`config.mk`:
```
export PLATFORM = sky130hd
export DESIGN_NAME = recurse_mux_arb
export DESIGN_NICKNAME = d
export VERILOG_FILES = /design/src/rtl/recurse_mux_arb.sv
export SDC_FILE = /design/constraint.sdc
export NUM_CORES = 1
export LEC_CHECK = 0
export ABC_AREA = 1
export BUFFER_PORTS_ARGS = -buffer_cell sky130_fd_sc_hd__buf_4
export CAP_MARGIN = 20
export CORE_MARGIN = 5
export CORE_UTILIZATION = 35
export DETAILED_ROUTE_END_ITERATION = 8
export PLACE_DENSITY = 0.62
export SYNTH_ARGS = -nofsm -noshare
export SYNTH_HDL_FRONTEND = slang
export SYNTH_SLANG_ARGS = --single-unit
```
`constraint.sdc`:
```
create_clock -name clk -period 1.9 [get_ports clk]
set_clock_uncertainty 0.15 [all_clocks]
set_input_delay 0.285 -clock clk [delete_from_list [all_inputs] [get_ports clk]]
set_output_delay 0.285 -clock clk [all_outputs]
set_load 0.02 [all_outputs]
```
`src/rtl/recurse_mux_arb.sv`:
```
// recurse_mux_arb: round-robin N:1 collector with packet locking and a registered output stage.
// out_sel carries the source lane so a downstream demux can route beats back.
module recurse_mux_arb #(
    parameter int S = 2,
    parameter int T = 1
) (
    input  logic                 clk,
    input  logic                 reset,
    input  logic [(2**S)*T-1:0]  in_data,
    input  logic [2**S-1:0]      in_valid,
    input  logic [2**S-1:0]      in_last,
    output logic [2**S-1:0]      in_ready,
    output logic [T-1:0]         out_data,
    output logic [S-1:0]         out_sel,
    output logic                 out_last,
    output logic                 out_valid,
    input  logic                 out_ready
);
    localparam int N = 2**S;
    typedef enum logic {ARB, LOCKED} state_t;
    state_t       state_q;
    logic [S-1:0] ptr_q, lk_q, cand, idx, g;
    logic         found, load, xfer, locked;
    assign load   = ~out_valid | out_ready;
    assign locked = (state_q == LOCKED);
    // Rotating-priority search; ptr wraps naturally as an S-bit sum.
    always_comb begin
        found = 1'b0;
        cand  = ptr_q;
        idx   = '0;
        for (int k = 0; k < N; k++) begin
            idx = ptr_q + S'(k);
            if (!found && in_valid[idx]) begin
                found = 1'b1;
                cand  = idx;
            end
        end
        g        = locked ? lk_q : cand;
        in_ready = (reset || !load || (!locked && !found)) ? '0 : N'(1) << g;
        xfer     = in_valid[g] & in_ready[g];
    end
    always_ff @(posedge clk) begin
        if (reset) begin
            state_q   <= ARB;
            ptr_q     <= '0;
            lk_q      <= '0;
            out_data  <= '0;
            out_sel   <= '0;
            out_last  <= 1'b0;
            out_valid <= 1'b0;
        end else if (load) begin
            out_valid <= xfer;
            if (xfer) begin
                out_data <= in_data[g*T +: T];
                out_sel  <= g;
                out_last <= in_last[g];
                state_q  <= in_last[g] ? ARB : LOCKED;
                lk_q     <= g;
                if (in_last[g])
                    ptr_q <= g + S'(1);
            end
        end
    end
endmodule

```
==> flow_summary.toml <==
[power_and_ir_drop]
worst_ir_drop_vdd_mv = 1.71
powerDensity_nw_per_um2 = 2130
p_leak_nw = 0.923

[timing]
fin_ws_ns = -0.537
period_needed_ns = 2.44
rsz0062_at_grt = "true"
slew-limit-headroom_pct = 82.1
tightest_slew_ns = 0.266
fmax_mhz = 410
finalMaxSlewViolations = 0
period_share_pct = 128
finalSetupViolations = 12
hold_violations = 0

[drt]
wl_met3_um = 134
top_layer = "met4"
antenna_left = 0
drtPass1Iterations = 4
routed-via-count = 1310
drt-vias-per-instance = 5.08
met1_length_um = 1350
drc_errors = 0
wl_met2_um = 1820
wl_per_cell_um = 13.1
totalWireLength_um = 3370
initialDrtViolationCount = 30

[logic_synthesis]
syn_nets = 179
postSynthAreaPerCell_um2 = 6.20
syn_area_um2 = 1020
synth_cells = 164
synth_seq_cells = 8
seq_area_frac_synth_pct = 15.7
ys_top_cells_by_area = "nand2_1 19%, dfxtp_1 16%, nand3_1 12%"
ys_types = 22
yosys_warnings = 0
synth_top_area_share_pct = 19.2
yosysTopAreaCell = "nand2_1"

[run_status]
status = "finished with violations"
violations = "negative setup slack"

[layout]
final_cell_area_um2 = 1780
fin_nets = 244
n_antenna_cell = 0
drive_above_1_share_pct = 58.6
final_cells = 258
area_growth_pct = 74.8

[flow_run]
maxCapViolations = 0

[worst_hold_path]
min_path_cells = 2
hold_class = "in -> reg"
hp-start = "reset"
hold_end = "out_valid$_SDFFE_PP0N_"

[grt]
antenna_found_initial = 0
track_usage_pct = 17.1
grt.overflow.total = 0
grt_start_max_net_pins = 11
grt_pass1_vias = 1329
grt_pass1_wl_um = 5830

[critical_path]
worstPathRequired_ns = 1.46
arrival_ns = 2.00
path_buf_inv = 4
crit_start = "ptr_q[0]$_SDFFE_PP0P_"
start_kind = "register"
reg2reg_depth = 20
path_max_fanout = 6
cp-end-kind = "output port"
cp_slowest_stage_delay_ns = 0.38
crit_chain = "buf_8 > nand2_4 > nand2_2 > nand2_4 > nand2_4 > buf_6 > nand2_4 > nand2_1 > nand2_1 > nand2_2 > nand3_2 > nand2_4 > inv_4 > nor3_4 > buf_6"
r2r_start = "ptr_q[0]$_SDFFE_PP0P_"
reg2reg_setup_slack_ns = -0.47
crit_family = "simple AND/OR/NAND/NOR gates"
critical-path-slowest-cell = "dfxtp_4"
crit_type = "reg -> out"
crit_top_cell = "nand2_4"
r2r_end = "locked$_SDFFE_PP0P_"

[placement]
post_dp_cell_area_um2 = 1430
post-place-cells = 239
place_hpwl_um = 2360
post-place-ws_ns = -0.332
routabilityCongestion = 0.893
numPortBuffers = 23

[die]
fp.dieArea_um2 = 4080
row_count = 19
coreArea_um2 = 2780
initial_utilization_pct = 36.6
fp.dieW_um = 63.9
io_pins = 24
die_h_um = 63.9

[clock_tree]
path_clk_slew_ns = 0.05
cts_tree = "built"
htreeDepth = 1
clock_path_buffers = 2
insertion_delay_ns = 0.25
numClockSinks = 8
cts-buffers-inserted = 3
cts-root-buf = "clkbuf_4"
-- cells by family after synthesis --
| family | after synthesis | share of synthesized area, % |
|---|---|---|
| flip-flops | 8 | 15.7 |
| AO/OA/AOI/OAI | 5 | 2.46 |
| buffers and inverters | 25 | 12.3 |
| AND/OR/NAND/NOR | 126 | 69.5 |
-- worst max path at each step --
| stage | end | slack [ns] | cells after the start |
|---|---|---|---|
| 2_1_floorplan | in_ready[1] | -0.14 | 9 |
| 3_3_place_gp | in_ready[1] | -0.29 | 12 |
| 3_5_place_dp | in_ready[3] | -0.33 | 15 |
| 4_1_cts | in_ready[1] | -0.51 | 12 |
| 5_1_grt | in_ready[2] | -0.67 | 15 |
| 6_report | in_ready[2] | -0.54 | 15 |
-- stage by stage --
| step | power (W) | setup TNS, ns | hold WS [ns] | util (%) |
|---|---|---|---|---|
| floorplan | 0.00194 | -1.31 | 0.204 | - |
| global placement | 0.00264 | -2.81 | 0.306 | 51.4 |
| detailed placement | 0.00267 | -3.29 | 0.309 | 51.4 |
| CTS | 0.00358 | -5.07 | 0.106 | 61.6 |
| global route | 0.00408 | -7.20 | 0.107 | 63.9 |
| finish | 0.00379 | -5.49 | 0.109 | 63.9 |
-- routing by layer --
layer | global-route usage, % | vias up
li1 | - | 654
met1 | 18.9 | 611
met2 | 31.8 | 37
met3 | 3.33 | 8
met4 | 6.23 | 0
met5 | 0 | -
-- cells in the final DEF, fill, tap and decap left out, drive strengths merged, types with 2 or more instances in the layout --
cell type | synthesis | layout
a21oi | 5 | 5
buf | 3 | 63
clkbuf | 0 | 3
dfxtp | 8 | 8
inv | 21 | 21
nand2 | 74 | 74
nand3 | 27 | 27
nand4 | 7 | 7
nor2 | 11 | 11
nor3 | 4 | 4
or2 | 2 | 2
-- flip-flops by register name, indices dropped and copies added (netlist names) --
name,count
out_sel,2
ptr_q,2
out_last,1
locked,1
out_data,1
out_valid,1
-- repair_timing --
action	4_1_cts	5_1_grt
hold buffers	0	0
resized for setup	42	10
buffers inserted	14	2
endpoints found under the setup margin	12	12
pin swaps	25	10
-- cell usage after synthesis, drive strengths merged --
cell type	count
or2	2
clkinv	1
nor3	4
nand4	7
nor2	11
inv	21
nor4	1
a21oi	5
buf	3
nand2	74
nand3	27
dfxtp	8
-- worst reg2reg max path, delay by kind of cell (launching register included) --
family	cells	cell delay (ns)
compound gates	1	0.12
buf+inv	6	0.71
flops	1	0.38
simple gates	13	0.92
-- report_power, final --
group | switching, W | leakage, nW | internal [W]
Clock | 0.0000551 | 0.0138 | 0.0000721
Sequential | 0.0000528 | 0.0668 | 0.000233
Combinational | 0.00183 | 0.842 | 0.00155
-- layout make-up --
| class | count | area [um^2] |
|---|---|---|
| inverters | 22 | 108 |
| fillers | 217 | 1000 |
| multi-input cells | 131 | 915 |
| well taps | 31 | 38.8 |
| flip-flops and latches | 8 | 168 |
| repair buffers | 63 | 527 |
| clock buffers | 3 | 22.5 |
Power figures use the tool's default switching activity.
